### src/rtl/pulse_meas.sv
// pulse_meas: measures high/low segment widths of a synchronized level, queued as {sat, level, width}.
// Latency: an edge pulse p at cycle t makes its entry visible on m_valid/m_width/m_level/m_sat at t+1.
// Backpressure: the m_valid/m_ready FIFO holds DEPTH entries; a push into a full FIFO without a same-cycle pop is lost and sets sticky drop.
// Optional glitch filter: define PULSE_MEAS_GLITCH_FILTER_EN to suppress segments shorter than MIN_W cycles.
`timescale 1ns/1ps
module pulse_meas #(
   parameter int CNT_W = 16,
   parameter int DEPTH = 4,
   parameter int MIN_W = 3
) (
   input  logic             clk,
   input  logic             rst,
   input  logic             p,
   input  logic             q,
   input  logic             clr,
   output logic             m_valid,
   input  logic             m_ready,
   output logic [CNT_W-1:0] m_width,
   output logic             m_level,
   output logic             m_sat,
   output logic             drop
);

   localparam int AW = (DEPTH > 1) ? $clog2(DEPTH) : 1;
   localparam logic [CNT_W-1:0] CNT_MAX = '1;
   localparam logic [CNT_W-1:0] CNT_ONE = CNT_W'(1);
   localparam logic [CNT_W-1:0] MIN_CNT = CNT_W'(MIN_W);
`ifdef PULSE_MEAS_GLITCH_FILTER_EN
   localparam bit FILT_EN = 1'b1;
`else
   localparam bit FILT_EN = 1'b0;
`endif

   typedef enum logic {IDLE, MEAS} state_t;

   typedef struct packed {
      logic             sat;
      logic             level;
      logic [CNT_W-1:0] width;
   } entry_t;

   state_t           state_q, state_d;
   logic [CNT_W-1:0] cnt_q, cnt_d;
   logic             push_req;
   entry_t           new_entry;

   entry_t           mem [DEPTH];
   logic [AW:0]      wptr_q, rptr_q;
   logic             full, empty;
   logic             do_push, do_pop;
   entry_t           head;

   // Next-state and counter: first edge only arms the counter since the
   // segment start before it is unknown; later edges close a segment.
   always_comb begin
      state_d  = state_q;
      cnt_d    = cnt_q;
      push_req = 1'b0;
      if (clr) begin
         state_d = IDLE;
         cnt_d   = '0;
      end else begin
         case (state_q)
            IDLE: begin
               if (p) begin
                  state_d = MEAS;
                  cnt_d   = CNT_ONE;
               end
            end
            MEAS: begin
               if (p) begin
                  cnt_d    = CNT_ONE;
                  push_req = !FILT_EN || (cnt_q >= MIN_CNT);
               end else if (cnt_q != CNT_MAX) begin
                  cnt_d = cnt_q + CNT_ONE;
               end
            end
            default: begin
               state_d = IDLE;
               cnt_d   = '0;
            end
         endcase
      end
   end

   // FSM state and width counter registers.
   always_ff @(posedge clk or negedge rst) begin
      if (!rst) begin
         state_q <= IDLE;
         cnt_q   <= '0;
      end else begin
         state_q <= state_d;
         cnt_q   <= cnt_d;
      end
   end

   // During the edge cycle q still shows the level of the segment just ending.
   assign new_entry.sat   = (cnt_q == CNT_MAX);
   assign new_entry.level = q;
   assign new_entry.width = cnt_q;

   // Pointers carry one extra wrap bit so full and empty are distinguishable.
   assign empty   = (wptr_q == rptr_q);
   assign full    = (wptr_q[AW-1:0] == rptr_q[AW-1:0]) && (wptr_q[AW] != rptr_q[AW]);
   assign do_pop  = !empty && m_ready && !clr;
   assign do_push = push_req && (!full || do_pop);

   // Entry storage; a push into a full FIFO with a concurrent pop reuses the head slot.
   always_ff @(posedge clk or negedge rst) begin
      if (!rst) begin
         for (int i = 0; i < DEPTH; i++) mem[i] <= '0;
      end else if (do_push) begin
         mem[wptr_q[AW-1:0]] <= new_entry;
      end
   end

   // Read/write pointers and sticky drop flag; clr flushes everything.
   always_ff @(posedge clk or negedge rst) begin
      if (!rst) begin
         wptr_q <= '0;
         rptr_q <= '0;
         drop   <= 1'b0;
      end else if (clr) begin
         wptr_q <= '0;
         rptr_q <= '0;
         drop   <= 1'b0;
      end else begin
         if (do_push) wptr_q <= wptr_q + 1'b1;
         if (do_pop)  rptr_q <= rptr_q + 1'b1;
         if (push_req && full && !do_pop) drop <= 1'b1;
      end
   end

   // Head entry is read straight from storage; it only changes on a pop or flush.
   assign head    = mem[rptr_q[AW-1:0]];
   assign m_valid = !empty;
   assign m_width = head.width;
   assign m_level = head.level;
   assign m_sat   = head.sat;

endmodule
### config.mk
export PLATFORM = sky130hd
export DESIGN_NAME = pulse_meas
export DESIGN_NICKNAME = d
export VERILOG_FILES = /design/src/rtl/pulse_meas.sv
export SDC_FILE = /design/constraint.sdc
export NUM_CORES = 1
export LEC_CHECK = 0
export ABC_AREA = 0
export BUFFER_PORTS_ARGS = -buffer_cell sky130_fd_sc_hd__buf_2
export CAP_MARGIN = 0
export CORE_ASPECT_RATIO = 1.75
export CORE_MARGIN = 2
export CORE_UTILIZATION = 30
export DETAILED_ROUTE_END_ITERATION = 10
export HOLD_SLACK_MARGIN = 0.12
export SETUP_SLACK_MARGIN = 0.3
export SYNTH_ARGS = -nofsm -noshare
export SYNTH_HDL_FRONTEND = slang
export SYNTH_SLANG_ARGS = --single-unit
### constraint.sdc
create_clock -name clk -period 2.48 [get_ports clk]
set_input_delay 0.496 -clock clk [delete_from_list [all_inputs] [get_ports clk]]
set_output_delay 0.496 -clock clk [all_outputs]
set_load 0.02 [all_outputs]
# Word-level counts from Yosys, hierarchy flattened
# Index checks and enable logic that the tools add are counted.
# Widths: inputs -> output; s select.
dict set report word_totals {
  wordCells 71
  reg_bits 96
  output_inout_bits 20
  input_bits 6
}
dict set report op_classes {
  eq_ne 7
  reduce_logical 16
  order_cmp 3
  addsub 3
  n_bitwise 3
  muxes 22
}
# operator count
set op_table {}
lappend op_table {{$bwmux 72} 1}
lappend op_table {{$mux 16} 4}
lappend op_table {{$mux 18} 3}
lappend op_table {{$bmux 18 s2} 1}
lappend op_table {{$demux 18 s2} 1}
lappend op_table {{$pmux 16 s2} 1}
lappend op_table {{$add 16x1->16 const B} 1}
lappend op_table {{$eq 16x16->1 const B} 1}
lappend op_table {{$ne 16x16->1 const B} 1}
lappend op_table {{$mux 3} 4}
lappend op_table {{$logic_and 1x1->1} 7}
lappend op_table {{$mux 1} 7}
lappend op_table {{$add 3x1->3 const B} 2}
lappend op_table {{$ge 3x3->1 const B} 2}
lappend op_table {{$not 2->3} 2}
lappend op_table {{$reduce_bool 2->1} 3}
lappend op_table {{$logic_not 1->1} 4}
lappend op_table {{$ne 4x3->1 const B} 1}
lappend op_table {{$eq 3x3->1} 1}
lappend op_table {{$lt 3x1->1 const B} 1}
lappend op_table {{$ne 3x3->1 const B} 1}
lappend op_table {{$eq 2x2->1} 1}
lappend op_table {{$reduce_and 2->1} 1}
lappend op_table {{$logic_or 1x1->1} 1}
lappend op_table {{2 further kinds} 2}

# Logic depth before layout (Yosys ltp)
# Gate-level depths: netlist of run 1.
dict set report depth {
  word_depth 8
  mapped_depth 7
  mapped_depth_nobuf 6
}

# Least setup slack after synthesis of run 1
# OpenSTA, ideal clock, no wires.
dict set report synth_path {
  path_kind {register to output}
  start {register rptr_q[0]}
  end {output port m_level}
  required_ps 1984
  path_buffers 2
  setup_slack_ps 399
  path_stages_with_launch 4
  arrival_time_ps 1585
  path_cell_list {dfrtp_1 -> buf_2 -> buf_2 -> mux4_2}
}
dict set report synth_between {
  elab_chain_len 4
}
# item line_no
set synth_lines {}
lappend synth_lines {{start: declaration} 48} ;# logic [AW:0] wptr_q, rptr_q;
lappend synth_lines {{start signal: assignment} 129} ;# if (do_pop) rptr_q <= rptr_q + 1'b1;
lappend synth_lines {{$not 2->3 (implied by the code)} 135} ;# assign head = mem[rptr_q[AW-1:0]];
lappend synth_lines {{$bmux 18 s2} 135}
lappend synth_lines {{$mux 18 (implied by the code) (2 in series)} 135}
lappend synth_lines {{end: declaration} 19} ;# output logic m_level,
# Every way passes these cells. The select of a mux whose other input is x is not followed.

# Worst setup path after layout of run 1
dict set report layout_path {
  start {register rptr_q[0]}
  end {output port m_width[15]}
}
dict set report layout_between {
  elab_chain_len 4
}
# item line_no
set layout_lines {}
lappend layout_lines {{$not 2->3 (implied by the code)} 135}
lappend layout_lines {{$bmux 18 s2} 135}
lappend layout_lines {{$mux 18 (implied by the code) (2 in series)} 135}
lappend layout_lines {{end: declaration} 18} ;# output logic [CNT_W-1:0] m_width,
# Every way passes these cells. The select of a mux whose other input is x is not followed.

==> results of run 1 <==
[how the worst max path moves through the flow]
stage | startpoint | to | depth (start not counted)
global placement | cnt_q[1] | cnt_q[0] | 6
floorplan | rptr_q[0] | m_level | 3
global route | rptr_q[0] | m_width[7] | 3
finish | rptr_q[0] | m_width[15] | 3
detailed placement | cnt_q[1] | cnt_q[0] | 6
CTS | rptr_q[0] | m_width[5] | 3
[cells by family (layout without fill, tap and decap cells)]
group                    after synthesis  after routing  synth area share, %
flip-flops                            96             96                 52.5
multiplexers                          91             91                 26.9
AND/OR/NAND/NOR                       70             70                 8.22
buffers and inverters                 27             63                 4.07
AO/OA/AOI/OAI                         20             20                 3.22
XOR/XNOR                              18             18                 3.44
adder cells (fa/ha/maj)                6              6                 1.64
[synthesized netlist by cell type]
| master | count | area (um^2) |
|---|---|---|
| buf_6 | 7 | 78.8 |
| mux4_2 | 18 | 405 |
| dfrtp_1 | 96 | 2400 |
| or4_2 | 2 | 17.5 |
| o31ai_1 | 2 | 15.0 |
| or4_4 | 1 | 11.3 |
| and3_1 | 1 | 6.26 |
| or3_1 | 2 | 12.5 |
| inv_1 | 6 | 22.5 |
| nor4_1 | 2 | 12.5 |
| nand2_1 | 11 | 41.3 |
| mux2_4 | 2 | 30.0 |
| o211ai_2 | 1 | 12.5 |
| ha_1 | 6 | 75.1 |
| xnor2_1 | 9 | 78.8 |
| buf_4 | 4 | 30.0 |
| mux2_1 | 2 | 22.5 |
| a21oi_1 | 6 | 30.0 |
| nor3_4 | 1 | 16.3 |
| nand3_1 | 8 | 40.0 |
| nand4_1 | 4 | 25.0 |
| or3_2 | 1 | 7.51 |
| mux2i_1 | 1 | 10.0 |
| a41o_2 | 1 | 11.3 |
| mux2_2 | 68 | 766 |
| buf_2 | 5 | 25.0 |
| nor2_1 | 23 | 86.3 |
| o21ai_4 | 1 | 16.3 |
| o21ai_0 | 4 | 20.0 |
| nand3b_1 | 1 | 7.51 |
| o311ai_0 | 1 | 8.76 |
| xor2_1 | 9 | 78.8 |
| o211ai_1 | 1 | 7.51 |
| buf_8 | 1 | 15.0 |
| a21oi_2 | 2 | 17.5 |
| and2_1 | 5 | 31.3 |
| clkbuf_1 | 4 | 15.0 |
| nor3_1 | 4 | 20.0 |
| or2_2 | 1 | 6.26 |
| o41ai_1 | 1 | 8.76 |
| nand3_2 | 1 | 10.0 |
| nand4_2 | 2 | 25.0 |
[worst max-delay path: stages (launching register included)]
cell and delay [ns]:
dfrtp_2 0.43, buf_12 0.17, mux4_2 0.52, buf_2 0.18
[flip-flops by register name (all words and copies together), names as in the netlist]
name,flops
drop,1
cnt_q,16
mem,72
wptr_q,3
state_q,1
rptr_q,3
[per-layer routing]
layer	wire [um]	GRT usage, %
met5	0	0
met4	273	5.92
met3	195	2.09
met2	5050	21.5
met1	3670	13.8
[area by class of cell]
cell class                      count  share of cell area, %
Timing Repair Buffer               41                   5.51
Tap cell                          183                   4.39
Inverter                            6                  0.431
Clock inverter                      4                  0.551
Clock buffer                       12                   4.72
Sequential cell                    96                   46.1
Multi-Input combinational cell    205                   38.3
[placed cells by master (no fill, tap or decap), types with 3 or more instances in the layout]
master and instances:
mux4_2 18, xor2_1 9, buf_12 3, nor2_1 22
buf_2 24, o21ai_0 4, nand4_1 4, dfrtp_1 93
clkbuf_16 9, mux2_2 68, nand2_1 11, dfrtp_2 3
nor3_1 4, and2_1 5, buf_4 13, a21oi_1 6
nand3_1 8, inv_1 6, ha_1 6, xnor2_1 9
[metrics by stage]
step	instances	instance area, um^2	utilization, %	worst slack, ns	power [mW]
global placement	530	4900	32.8	0.381	1.94
CTS	547	5200	34.9	0.294	3.25
global route	547	5220	35.0	0.267	3.34
floorplan	328	4580	-	0.399	1.83
detailed placement	530	4900	32.8	0.371	1.95
finish	547	5220	35.0	0.341	3.21
[power groups by stage]
| stage | sequential (mW) | combinational [mW] | clock, mW |
|---|---|---|---|
| after global routing | 1.63 | 0.329 | 1.38 |
| after detailed placement | 1.65 | 0.294 | 0 |
| after CTS | 1.63 | 0.304 | 1.32 |
| after floorplan | 1.64 | 0.189 | 0 |
| after global placement | 1.65 | 0.289 | 0 |
| final | 1.63 | 0.300 | 1.28 |
[what timing repair did]
item | in CTS | in global routing
hold buffers | 1 | 0
setup buffers | 0 | 0
endpoints found under the setup margin | 18 | 22
resized for setup | 5 | 6
hold endpoints to repair | 28 | 0
==> impl_metrics.toml, run 1 <==
[outcome]
outcome = "complete, no violations"

[routing]
antenna_left = 0
vias_per_cell = 4.87
drcViolationCount = 0
wire_per_inst_um = 16.8
vias = 2663
dr.pass1.iters = 4
wl_mm = 9.19
drtIter0Drc = 193

[clock_network]
clkTransAtPathRegs_ns = 0.06
clk-insertion-delay-late_ns = 0.34
cts_tree = "done"
cts_buffer_depth = 2
htreeDepth = 3
clock_sinks = 96
root_buffer = "clkbuf_16"
numCtsBuffers = 9

[sta]
setup_tns_ns = 0
setup_viol = 0
final_max_slew_viol_count = 0
whs_ns = 0.441
clock.fmax_ghz = 0.467
hold_violations = 0
slew-limit-headroom_pct = 68.8
max_slew.worst_pin.slew_ns = 0.464
min_period_ns = 2.14
min_period_over_period_pct = 86.3
grt_setup_unrepaired = "yes"
skew_ns = 0.00490

[power_and_ir_drop]
clockPowerShare_pct = 39.9
p_comb_share_pct = 9.4
power.leakage_nw = 2.41
seqPwrFrac_pct = 50.7
power.switching_mw = 0.766
p_per_area_nw_per_um2 = 614
p_int_mw = 2.44
vdd_drop_max_mv = 0.429
p_sw_share_pct = 23.9

[die]
die-height_um = 167
die_x_um = 97.4
die-area_um2 = 16300
ioPinCount = 26
start_util_pct = 30.7
num_rows = 59
coreArea_um2 = 14900

[logic_synthesis]
synth_cell_types = 42
syn_area_um2 = 4580
synthCells = 328
ys_seq_area_share_pct = 52.5
postSynthAreaPerCell_um2 = 14.0
syn_nets = 340
yosysWarnings = 0
ys_ff_latch = 96

[final_layout]
regArea_um2 = 2410
antenna_cells = 0
drive_gt1_share_pct = 44.2
area_growth_pct = 14.0
nFillCells = 1463
multi_input_comb_area_um2 = 2000
layout.nets = 371

[min_path]
hold_depth = 2
hold_path_end = "mem[34]"
min_from = "q"
hold_class = "in2reg"

[critical_path]
rrSetupSlack_ns = 0.42
r2r_start = "cnt_q[1]"
worstPathRequired_ns = 1.98
cp_data_arrival_time_ns = 1.64
worstSetupPathType = "reg2out"
start_kind = "flip-flop"
worst_r2r_endpoint = "cnt_q[0]"
worstPathMaxFanout = 9
rr_worst_depth = 6
critPathCaptureType = "output pin"

[place]
io_buffers = 25
gp_congestion = 0.824
dp_hpwl_mm = 6.72

[job]
drv_cap = 0

[global_route]
antenna_found_initial = 0
grt_overflow_total = 0
grt_max_degree = 49
grt_pass1_wl_mm = 15.5
grt.total_usage_pct = 12.0
first_global_vias = 2947
(Power assumes the default switching activity.)
==> run 2: changes to the inputs <==
- SKIP_CTS_REPAIR_TIMING: not set -> 1
- clock period: 2.48 -> 1.81 ns (I/O delays scaled with it)
==> impl_metrics.toml, run 2 (synthesis gave the netlist of run 1 again) <==
[outcome]
outcome = "finished, violations left"
violations = "negative setup slack"

[die]
start_util_pct = 30.7
die_x_um = 97.4
ioPinCount = 26
num_rows = 59
die-area_um2 = 16300
coreArea_um2 = 14900
die-height_um = 167

[min_path]
hold_depth = 2
hold_class = "in2reg"
min_from = "q"

[sta]
final_max_slew_viol_count = 0
skew_ns = 0.00869
clock.fmax_ghz = 0.486
min_period_ns = 2.06
min_period_over_period_pct = 114
setup_viol = 23
hold_violations = 0
grt_setup_unrepaired = "yes"
setup_tns_ns = -3.97
worst_slack_ns = -0.246
max_slew.worst_pin.slew_ns = 0.486
slew-limit-headroom_pct = 67.3

[global_route]
grtUsageMet2_pct = 24.1
grt_overflow_total = 0
met3_usage_pct = 2.46
first_global_vias = 3200
antenna_found_initial = 0
grt_util_met1_pct = 15.6
grt_pass1_wl_mm = 17.2
grt_max_degree = 48
grt.total_usage_pct = 13.4
top_usage_layer = "met2"

[power_and_ir_drop]
power_mw = 4.77
seqPwrFrac_pct = 46.6
vdd_drop_max_mv = 0.445
p_comb_share_pct = 10.4
p_per_area_nw_per_um2 = 768
power.switching_mw = 1.22
power.leakage_nw = 2.88
p_sw_share_pct = 25.6
clockPowerShare_pct = 42.9
p_int_mw = 3.54

[place]
dp_cells = 564
io_buffers = 25
dp_hpwl_mm = 7.38
gp_congestion = 0.781
dpl_cell_area_um2 = 5470

[final_layout]
stdcell_area_um2 = 6210
drive_gt1_share_pct = 56.5
area_growth_pct = 35.5
regMostFlops = "mem"
layout_commonest_cell = "dfrtp_1"
top_regs = "mem (72), cnt_q (16)"
antenna_cells = 0
layout.nets = 421
fin_cells = 597
final_cell_mix = "dfrtp_1 (95), mux2_4 (51), buf_4 (44)"
largest_reg_flops = 72

[critical_path]
start_kind = "flip-flop"
startpoint = "rptr_q[0]"
worstSetupPathType = "reg2out"
worstPathMaxFanout = 9
cp_data_arrival_time_ns = 1.69
r2r_start = "rptr_q[0]"
rr_worst_depth = 6
worstPathRequired_ns = 1.45
critPathCaptureType = "output pin"

[routing]
vias_per_cell = 4.90
wl_mm = 11.1
wire_per_inst_um = 18.6
drtIter0Drc = 155
antenna_left = 0
dr.pass1.iters = 4
drcViolationCount = 0
vias = 2927

[clock_network]
cts_buffer_depth = 2
clock_sinks = 96
htreeDepth = 3
clk-insertion-delay-late_ns = 0.36
numCtsBuffers = 9
root_buffer = "clkbuf_16"
clkTransAtPathRegs_ns = 0.08
cts_tree = "done"

[job]
drv_cap = 0
[run 2: changes by cell type in the layout (fill, tap and decap cells not counted), moves of 7 or more]
| cell | change |
|---|---|
| mux2_4 | +49 |
| mux2_2 | -48 |
| buf_4 | +31 |
| buf_6 | +9 |
| buf_12 | +7 |
[run 2: power by group through the flow]
stage	Combinational, mW	Sequential (mW)	Clock, mW
3_3_place_gp	0.451	2.26	0
3_5_place_dp	0.459	2.26	0
6_report	0.497	2.22	2.05
5_1_grt	0.541	2.23	2.17
2_1_floorplan	0.292	2.25	0
4_1_cts	0.460	2.22	2.09
[run 2: area by class of cell]
class	count	area, um^2
Tap cell	183	229
Sequential cell	96	2400
Clock buffer	9	225
Inverter	6	22.5
Timing Repair Buffer	90	842
Multi-Input combinational cell	206	2390
Clock inverter	7	97.6
Fill cell	1367	8700
[run 2: path summary, 6_finish.rpt]
kind | endpoint | slack [ns]
hold / removal | mem[70] | 0.31
setup / recovery | m_width[3] | -0.25
hold reg to reg | mem[12] | 0.48
min in group asynchronous | drop | 0.49
setup reg to reg | mem[37] | -0.03
max in group asynchronous | mem[5] | 0.69
[run 2: per-stage QoR]
stage / setup slack [ns] / utilization [%] / hold slack (ns)
global placement: -0.0565 / 36.7 / 0.335
CTS: -0.384 / 38.9 / -0.0393
global route: -0.284 / 41.6 / 0.303
finish: -0.246 / 41.6 / 0.309
floorplan: -0.0375 / - / 0.0664
detailed placement: -0.0497 / 36.7 / 0.343
[run 2: worst max-delay path, cell delays in order (launching register included)]
cell and delay, ns:
dfrtp_2 0.44, buf_12 0.17, mux4_2 0.53, buf_2 0.18
[run 2: routing by layer]
metal	share of wire, %	up-vias
met1	40	1554
li1	-	1341
met5	0	-
met2	56	23
met4	1.6	0
met3	1.8	9
